**src/rtl/fg_pkg.sv**
```systemverilog
// Shared amplitude codes and controller state encoding for the function generator.
// The attenuator and amp_step_controller both decode amp_sel with these values.
package fg_pkg;

  typedef logic [1:0] amp_t;

  localparam amp_t AMP_FULL    = 2'b00;
  localparam amp_t AMP_HALF    = 2'b01;
  localparam amp_t AMP_QUARTER = 2'b10;
  localparam amp_t AMP_EIGHTH  = 2'b11;

  typedef enum logic [1:0] {
    ST_MANUAL   = 2'd0,
    ST_SWEEP_DN = 2'd1,
    ST_SWEEP_UP = 2'd2
  } state_e;

  // One step quieter (larger code), pinned at AMP_EIGHTH.
  function automatic amp_t amp_quieter(input amp_t a);
    return (a == AMP_EIGHTH) ? a : amp_t'(a + 2'd1);
  endfunction

  // One step louder (smaller code), pinned at AMP_FULL.
  function automatic amp_t amp_louder(input amp_t a);
    return (a == AMP_FULL) ? a : amp_t'(a - 2'd1);
  endfunction

endpackage

```
**src/rtl/sync_edge.sv**
```systemverilog
// Two-flop synchroniser with optional registered rising-edge pulse.
// The pulse is registered, so an input high at edge E0 is seen by consumers at E3.
module sync_edge #(
  parameter bit EDGE_EN = 1'b1
) (
  input  logic clk_i,
  input  logic rst_i,
  input  logic d_i,
  output logic level_o,
  output logic rise_o
);

  logic s1_q, s2_q;

  always_ff @(posedge clk_i or posedge rst_i) begin
    if (rst_i) begin
      s1_q <= 1'b0;
      s2_q <= 1'b0;
    end else begin
      s1_q <= d_i;
      s2_q <= s1_q;
    end
  end

  assign level_o = s2_q;

  generate
    if (EDGE_EN) begin : g_edge
      logic s3_q, rise_q;

      always_ff @(posedge clk_i or posedge rst_i) begin
        if (rst_i) begin
          s3_q   <= 1'b0;
          rise_q <= 1'b0;
        end else begin
          s3_q   <= s2_q;
          rise_q <= s2_q & ~s3_q;
        end
      end

      assign rise_o = rise_q;
    end else begin : g_level_only
      assign rise_o = 1'b0;
    end
  endgenerate

endmodule

```
**src/rtl/amp_step_controller.sv**
```systemverilog
// Amplitude attenuator sequencer: manual saturating steps or automatic ping-pong sweep,
// with every amp_sel change deferred to a waveform-period boundary (wave_wrap).
module amp_step_controller #(
  parameter int unsigned SWEEP_PERIODS = 16
) (
  input  logic       clk,
  input  logic       rst,
  input  logic       inc_btn,
  input  logic       dec_btn,
  input  logic       sweep_en,
  input  logic       wave_wrap,
  output logic [1:0] amp_sel,
  output logic       pend,
  output logic       at_max,
  output logic       at_min
);

  import fg_pkg::*;

  localparam logic [7:0] LAST_WRAP = 8'(SWEEP_PERIODS - 1);

  logic inc_rise, dec_rise, sweep_s;
  logic inc_lvl_unused, dec_lvl_unused, sweep_rise_unused;

  sync_edge #(.EDGE_EN(1'b1)) u_inc (
    .clk_i(clk), .rst_i(rst), .d_i(inc_btn), .level_o(inc_lvl_unused), .rise_o(inc_rise)
  );

  sync_edge #(.EDGE_EN(1'b1)) u_dec (
    .clk_i(clk), .rst_i(rst), .d_i(dec_btn), .level_o(dec_lvl_unused), .rise_o(dec_rise)
  );

  sync_edge #(.EDGE_EN(1'b0)) u_sweep (
    .clk_i(clk), .rst_i(rst), .d_i(sweep_en), .level_o(sweep_s), .rise_o(sweep_rise_unused)
  );

  state_e     state_q, state_d;
  amp_t       sel_q, sel_d;
  amp_t       tgt_q, tgt_d;
  logic [7:0] cnt_q, cnt_d;

  always_ff @(posedge clk or posedge rst) begin
    if (rst) begin
      state_q <= ST_MANUAL;
      sel_q   <= AMP_FULL;
      tgt_q   <= AMP_FULL;
      cnt_q   <= 8'd0;
    end else begin
      state_q <= state_d;
      sel_q   <= sel_d;
      tgt_q   <= tgt_d;
      cnt_q   <= cnt_d;
    end
  end

  // A wrap in the same cycle as a mode change is resolved under the old state's rules
  // first; the mode-change overrides are then layered on top of that result.
  always_comb begin
    state_d = state_q;
    sel_d   = sel_q;
    tgt_d   = tgt_q;
    cnt_d   = cnt_q;
    unique case (state_q)
      ST_MANUAL: begin
        if (wave_wrap) sel_d = tgt_q;
        if (inc_rise && !dec_rise)      tgt_d = amp_louder(tgt_q);
        else if (dec_rise && !inc_rise) tgt_d = amp_quieter(tgt_q);
        if (sweep_s) begin
          state_d = (sel_d == AMP_EIGHTH) ? ST_SWEEP_UP : ST_SWEEP_DN;
          cnt_d   = 8'd0;
          tgt_d   = sel_d;
        end
      end
      ST_SWEEP_DN, ST_SWEEP_UP: begin
        if (wave_wrap) begin
          if (cnt_q == LAST_WRAP) begin
            cnt_d = 8'd0;
            if (state_q == ST_SWEEP_DN) begin
              sel_d = amp_quieter(sel_q);
              if (sel_d == AMP_EIGHTH) state_d = ST_SWEEP_UP;
            end else begin
              sel_d = amp_louder(sel_q);
              if (sel_d == AMP_FULL) state_d = ST_SWEEP_DN;
            end
          end else begin
            cnt_d = cnt_q + 8'd1;
          end
        end
        tgt_d = sel_d;
        if (!sweep_s) begin
          state_d = ST_MANUAL;
          cnt_d   = 8'd0;
        end
      end
      default: state_d = ST_MANUAL;
    endcase
  end

  assign amp_sel = sel_q;
  assign pend    = (tgt_q != sel_q);
  assign at_max  = (sel_q == AMP_FULL);
  assign at_min  = (sel_q == AMP_EIGHTH);

endmodule
```
**config.mk**
```make
export PLATFORM = sky130hd
export DESIGN_NAME = amp_step_controller
export DESIGN_NICKNAME = d
export VERILOG_FILES = /design/src/rtl/fg_pkg.sv /design/src/rtl/sync_edge.sv /design/src/rtl/amp_step_controller.sv
export SDC_FILE = /design/constraint.sdc
export NUM_CORES = 1
export LEC_CHECK = 0
export BUFFER_PORTS_ARGS = -buffer_cell sky130_fd_sc_hd__buf_2
export CAP_MARGIN = 5
export CORE_ASPECT_RATIO = 1.75
export CORE_MARGIN = 10
export CORE_UTILIZATION = 53
export DETAILED_ROUTE_END_ITERATION = 10
export PLACE_DENSITY = 0.82
export SLEW_MARGIN = 40
export SYNTH_ARGS = -nofsm -noshare
export SYNTH_HDL_FRONTEND = slang
export SYNTH_SLANG_ARGS = --single-unit
```
**constraint.sdc**
```tcl
create_clock -name clk -period 2.2 [get_ports clk]
set_clock_uncertainty 0.2 [all_clocks]
set_input_delay 0.11 -clock clk [delete_from_list [all_inputs] [get_ports clk]]
set_output_delay 0.11 -clock clk [all_outputs]
set_load 0.02 [all_outputs]
```
==> impl_metrics.json, run 1 <==
{
  "die-area_um2": 5175,
  "synth_top_cell_area_share_pct": 42.93,
  "yosysWarnings": 0,
  "grt_overflow": 0,
  "initialDrtViolationCount": 59,
  "num_io_pins": 11,
  "reg2reg_depth": 6,
  "synth-main-ff-cell": "dfrtp_1",
  "yosysMostFrequentCell": "dfrtp_1",
  "num_vias": 1189,
  "synthAdderAreaFrac_pct": 4.472,
  "netlist-cell-type-count": 48,
  "syn_nets": 150,
  "reg2reg_to": "cnt_q[6]$_DFFE_PP0P_",
  "dieHeight_um": 87.96,
  "post-route-util_pct": 66.87,
  "synth-simple-area-share_pct": 21.29,
  "path_clk_slew_ps": 80,
  "syn_to_final_growth_pct": 20.57,
  "startpoint": "state_q[1]$_DFFE_PP0P_",
  "start_kind": "register",
  "vias_per_cell": 6.324,
  "wirelength_um": 3273,
  "dp_slack_ps": -28.08,
  "grt_max_degree": 25,
  "synth.area.top_cells": "dfrtp_1 43%, ha_1 4.5%, a21oi_1 3.6%, mux2_2 3.2%, xnor2_1 3.1%",
  "ant_nets": 0,
  "place_congestion": 0.9206,
  "firstDrtPassIters": 4,
  "setup_slack_ps": -1.136,
  "synth_cells": 139,
  "ctsHtreeMaxLevel": 1,
  "synth_top_cells_by_count": "24 x dfrtp_1, 10 x a21oi_1, 9 x clkbuf_1, 8 x nor2_1, 7 x nand2_1",
  "critPathKind": "register to register",
  "nNetsFinal": 174,
  "reg2reg_slack_ps": -1,
  "synth_compound_area_share_pct": 17.89,
  "cp-end-kind": "register",
  "slew_headroom_pct": 75.83,
  "timing.fmax_ghz": 0.4543,
  "dp_hpwl_um": 2258,
  "drv_cap": 0,
  "ys_ff_latch": 24,
  "cts_buffers": 3,
  "hold_path_class": "register to register",
  "rsz0062_at_grt": "true",
  "wl_per_cell_um": 17.41,
  "drv_slew": 0,
  "leakage_nw": 0.7616,
  "pwr_density_cell_nw_per_um2": 1169,
  "hold_viol_final": 0,
  "num_rows": 24,
  "whs_ps": 152.9,
  "fin_crit_ps": 2201,
  "die_x_um": 58.84,
  "syn_area_um2": 1399,
  "synth_top_area_cell": "dfrtp_1",
  "grt_pass1_wl_um": 5195,
  "portBuffers": 10,
  "critPathRequiredTime_ps": 2200,
  "crit_fanout": 9,
  "hold_depth": 0,
  "tns_ps": -1.136,
  "cp.arrival_ps": 2210,
  "status": "finished, violations left",
  "period_share_pct": 100.1,
  "failed_checks": "setup timing",
  "synth-seq-area-share_pct": 42.93,
  "layout-drive-gt1-share_pct": 29.01,
  "insertion_delay_ps": 270,
  "start_util_pct": 55.46,
  "clock-root-buffer": "clkbuf_8",
  "clock-sinks": 24,
  "antenna_cells": 0,
  "drc": 0,
  "setup_viol": 1,
  "r2r-start": "state_q[1]$_DFFE_PP0P_",
  "synth_top_family_by_area": "simple AND/OR/NAND/NOR gates",
  "synth.mux.area_fraction_pct": 4.830,
  "tightest_slew_ps": 359.2,
  "grt_usage_pct": 12.46,
  "clockBufferDepth": 2,
  "cts_tree": "done",
  "synth-xor-area-share_pct": 3.757,
  "async_flop_share_pct": 100.0,
  "finalPower_mw": 1.972,
  "coreArea_um2": 2522,
  "min-delay-start": "u_dec.s1_q$_DFF_PP0_",
  "postSynthAreaPerCell_um2": 10.06,
  "antenna_found_initial": 0,
  "holdPathEnd": "u_dec.level_o$_DFF_PP0_",
  "max-vdd-ir-drop_uv": 1068,
  "grt_pass1_vias": 1133,
  "synth_edf_count": 0
}
-- per-stage QoR --
step	area, um^2	cells
2_1_floorplan	1399	139
3_3_place_gp	1534	178
3_5_place_dp	1534	178
4_1_cts	1660	188
5_1_grt	1687	188
6_report	1687	188
-- kinds of logic (layout without fill, tap and decap cells) --
kind of cell    Yosys count  count (layout)
compound gates           35              35
simple gates             47              47
buf+inv                  16              39
fa+ha+maj                 5               5
xor+xnor                  6               6
flops                    24              24
mux                       6               6
-- flip-flops by register name, summed over array words and instances, names as in the netlist --
name               count
u_sweep.s1_q           1
state_q                2
amp_sel                2
u_inc.level_o          1
cnt_q                  8
u_dec.g_edge.s3_q      1
u_sweep.level_o        1
u_dec.level_o          1
u_inc.s1_q             1
u_inc.rise_o           1
u_dec.rise_o           1
u_dec.s1_q             1
tgt_q                  2
u_inc.g_edge.s3_q      1
-- area by class of cell --
cell class | count | area (um^2)
Clock inverter | 1 | 30.03
Multi-Input combinational cell | 99 | 757.0
Sequential cell | 24 | 600.6
Timing Repair Buffer | 29 | 202.7
Fill cell | 212 | 835.8
Inverter | 6 | 22.52
Clock buffer | 3 | 41.29
Tap cell | 26 | 32.53
-- cell usage in the layout (no fill, tap or decap), types with 5 or more instances in the layout --
cell,synthesis,final
a21oi_1,10,9
buf_2,0,10
buf_4,0,15
dfrtp_1,24,24
ha_1,5,5
inv_1,6,6
nand2_1,7,7
nor2_1,8,7
xnor2_1,5,5
-- worst max-delay path by stage --
| stage | endpoint | depth (start not counted) | slack, ps |
|---|---|---|---|
| global placement | cnt_q[6]$_DFFE_PP0P_ | 6 | 50 |
| finish | cnt_q[6]$_DFFE_PP0P_ | 6 | -1 |
| global route | cnt_q[6]$_DFFE_PP0P_ | 6 | -80 |
| floorplan | cnt_q[6]$_DFFE_PP0P_ | 6 | 130 |
| CTS | cnt_q[6]$_DFFE_PP0P_ | 6 | 10 |
| detailed placement | cnt_q[6]$_DFFE_PP0P_ | 6 | -30 |
-- where the power goes --
part           internal, mW  leakage [nW]  switching (mW)
sequential            0.508         0.308          0.0689
combinational         0.471         0.418           0.540
clock                 0.243        0.0357           0.141
-- worst max-delay path: stages (launching register included) --
cell     delay, ps
dfrtp_1        370
inv_1           70
ha_1           280
and3b_4        190
or3_4          380
or4_4          500
a21oi_2        140
-- routing by layer --
layer	global-route usage (%)	vias to the layer above	wire length, um
met4	6.289	0	136
met5	0	-	0
li1	-	551	-
met2	22.26	34	1811
met3	2.754	15	126
met1	13.02	589	1199
-- timing repair --
action	in CTS	in global routing
hold buffers	4	0
gates resized for setup	0	5
buffers inserted	2	0
cloned	0	0
pin swaps	0	1
setup endpoints to repair	1	6
hold endpoints to repair	27	0
Power figures use the tool's default switching activity.
==> inputs of run 2 (changes only) <==
--- a/config.mk
+++ b/config.mk
@@ -5,13 +5,13 @@
 export SDC_FILE = /design/constraint.sdc
 export NUM_CORES = 1
 export LEC_CHECK = 0
-export BUFFER_PORTS_ARGS = -buffer_cell sky130_fd_sc_hd__buf_2
 export CAP_MARGIN = 5
 export CORE_ASPECT_RATIO = 1.75
 export CORE_MARGIN = 10
-export CORE_UTILIZATION = 53
+export CORE_UTILIZATION = 56
 export DETAILED_ROUTE_END_ITERATION = 10
-export PLACE_DENSITY = 0.82
+export DONT_BUFFER_PORTS = 1
+export PLACE_DENSITY = 0.81
 export SLEW_MARGIN = 40
 export SYNTH_ARGS = -nofsm -noshare
 export SYNTH_HDL_FRONTEND = slang
==> impl_metrics.json, run 2 (synthesis results as in run 1) <==
{
  "cts_tree": "done",
  "crit_chain": "inv_1, ha_1, and3b_4, or3_4, or4_4, a21oi_2",
  "placed_cell_area_um2": 1468,
  "die-area_um2": 4976,
  "fin_cells": 176,
  "pwr_density_cell_nw_per_um2": 1188,
  "coreArea_um2": 2331,
  "drv_slew": 0,
  "firstDrtPassIters": 4,
  "regMostFlops": "cnt_q",
  "dieHeight_um": 86.12,
  "largest_register_ffs": 8,
  "num_vias": 1117,
  "dp_hpwl_um": 2173,
  "cp-end-kind": "register",
  "whs_ps": 0.2350,
  "clockBufferDepth": 2,
  "start_util_pct": 60.01,
  "final_cell_mix": "24 x dfrtp_1, 13 x buf_4, 9 x a21oi_1",
  "critPathRequiredTime_ps": 2210,
  "grt_pass1_wl_um": 5161,
  "path_clk_slew_ps": 90,
  "wirelength_um": 3031,
  "tightest_slew_ps": 494.8,
  "slowest_stage": "or4_4",
  "rsz0062_at_grt": "true",
  "num_rows": 23,
  "syn_to_final_growth_pct": 16.37,
  "grt_max_degree": 25,
  "tns_ps": 0,
  "drv_cap": 0,
  "drc": 0,
  "crit_fanout": 7,
  "setup_viol": 0,
  "grt_overflow": 0,
  "hold_viol_final": 0,
  "status": "finished clean",
  "critPathMaxStageDelay_ps": 500,
  "start_kind": "register",
  "grt_pass1_vias": 1157,
  "fin_crit_ps": 2190,
  "postLayoutCellArea_um2": 1628,
  "hold_path_class": "input port to register",
  "num_io_pins": 11,
  "wl_per_cell_um": 17.22,
  "layout-drive-gt1-share_pct": 23.84,
  "placed_cells": 165,
  "critical-path-top-delay-family": "simple AND/OR/NAND/NOR gates",
  "antenna_found_initial": 0,
  "grt_usage_pct": 12.69,
  "place_congestion": 0.8656,
  "initialDrtViolationCount": 28,
  "max-vdd-ir-drop_uv": 736.9,
  "reg2reg_slack_ps": 10,
  "ctsHtreeMaxLevel": 1,
  "cp_num_buf_inv": 1,
  "insertion_delay_ps": 270,
  "clock-sinks": 24,
  "cp.arrival_ps": 2200,
  "setup_slack_ps": 9.672,
  "portBuffers": 0,
  "timing.fmax_ghz": 0.4566,
  "slew_headroom_pct": 66.71,
  "cts_buffers": 3,
  "clock-root-buffer": "clkbuf_8",
  "vias_per_cell": 6.347,
  "nNetsFinal": 163,
  "antenna_cells": 0,
  "die_x_um": 57.78,
  "ant_nets": 0,
  "period_share_pct": 99.56,
  "layout_commonest_cell": "dfrtp_1",
  "dp_slack_ps": -2.524,
  "leakage_nw": 0.7102,
  "critPathKind": "register to register"
}
==> run 2: cell types whose count changed in the layout (fill, tap and decap cells not counted) <==
cell | previous run | this run
buf_4 | 15 | 13
ha_1 | 5 | 4
nand3_1 | 1 | 2
ha_2 | 0 | 1
inv_1 | 6 | 5
nand3_2 | 1 | 0
buf_2 | 10 | 0
dlygate4sd3_1 | 4 | 5
inv_2 | 0 | 1
==> run 2: cell type report <==
| cell class | instances | area (um^2) |
|---|---|---|
| clock buffer | 3 | 41.29 |
| clock inverter | 1 | 30.03 |
| fill | 183 | 703.2 |
| inverter | 6 | 22.52 |
| multi-input combinational | 99 | 754.5 |
| sequential | 24 | 600.6 |
| tap | 25 | 31.28 |
| timing repair buffer | 18 | 147.6 |
==> run 2: worst paths after layout <==
kind                       cells after the start                      end              startpoint
min in group asynchronous                      2     cnt_q[6]$_DFFE_PP0P_                     rst
min reg2reg                                    0  u_dec.level_o$_DFF_PP0_    u_dec.s1_q$_DFF_PP0_
max                                            6     cnt_q[6]$_DFFE_PP0P_  state_q[0]$_DFFE_PP0P_
max reg2reg                                    6     cnt_q[6]$_DFFE_PP0P_  state_q[0]$_DFFE_PP0P_
max in group asynchronous                      2     u_inc.s1_q$_DFF_PP0_                     rst
min                                            3     tgt_q[0]$_DFFE_PP0P_               wave_wrap
==> run 2: through the flow <==
stage          utilization [%]  power [mW]
5_1_grt                  69.83       2.061
2_1_floorplan                -       1.247
4_1_cts                  68.81       1.906
6_report                 69.83       1.934
3_3_place_gp             62.96       1.438
3_5_place_dp             62.96       1.481
==> run 2: timing repair <==
item | in CTS | in global routing
hold buffers | 5 | 0
cloned | 0 | 0
buffers inserted | 2 | 0
resized for setup | 0 | 5
endpoints found under the setup margin | 5 | 7
hold endpoints to repair | 28 | 0
==> run 2: worst reg2reg max path, delay by kind of cell, from the launching register on <==
family,cells,cell delay [ps]
simple gates,3,1070
flops,1,370
fa+ha+maj,1,300
compound gates,1,140
buf+inv,1,60
==> run 2: power breakdown <==
group	leakage, nW	internal, mW	switching [mW]
registers	0.308	0.508	0.0731
clock network	0.0357	0.243	0.140
logic	0.367	0.453	0.517
total	0.710	1.20	0.730
==> run 2: layer usage <==
metal	part of all wire [%]	vias to the layer above	GRT usage, %
met5	0	-	0
met4	2.6	0	6.438
met3	3.2	10	2.659
met2	57	24	23.53
met1	37	547	12.53
li1	-	536	-
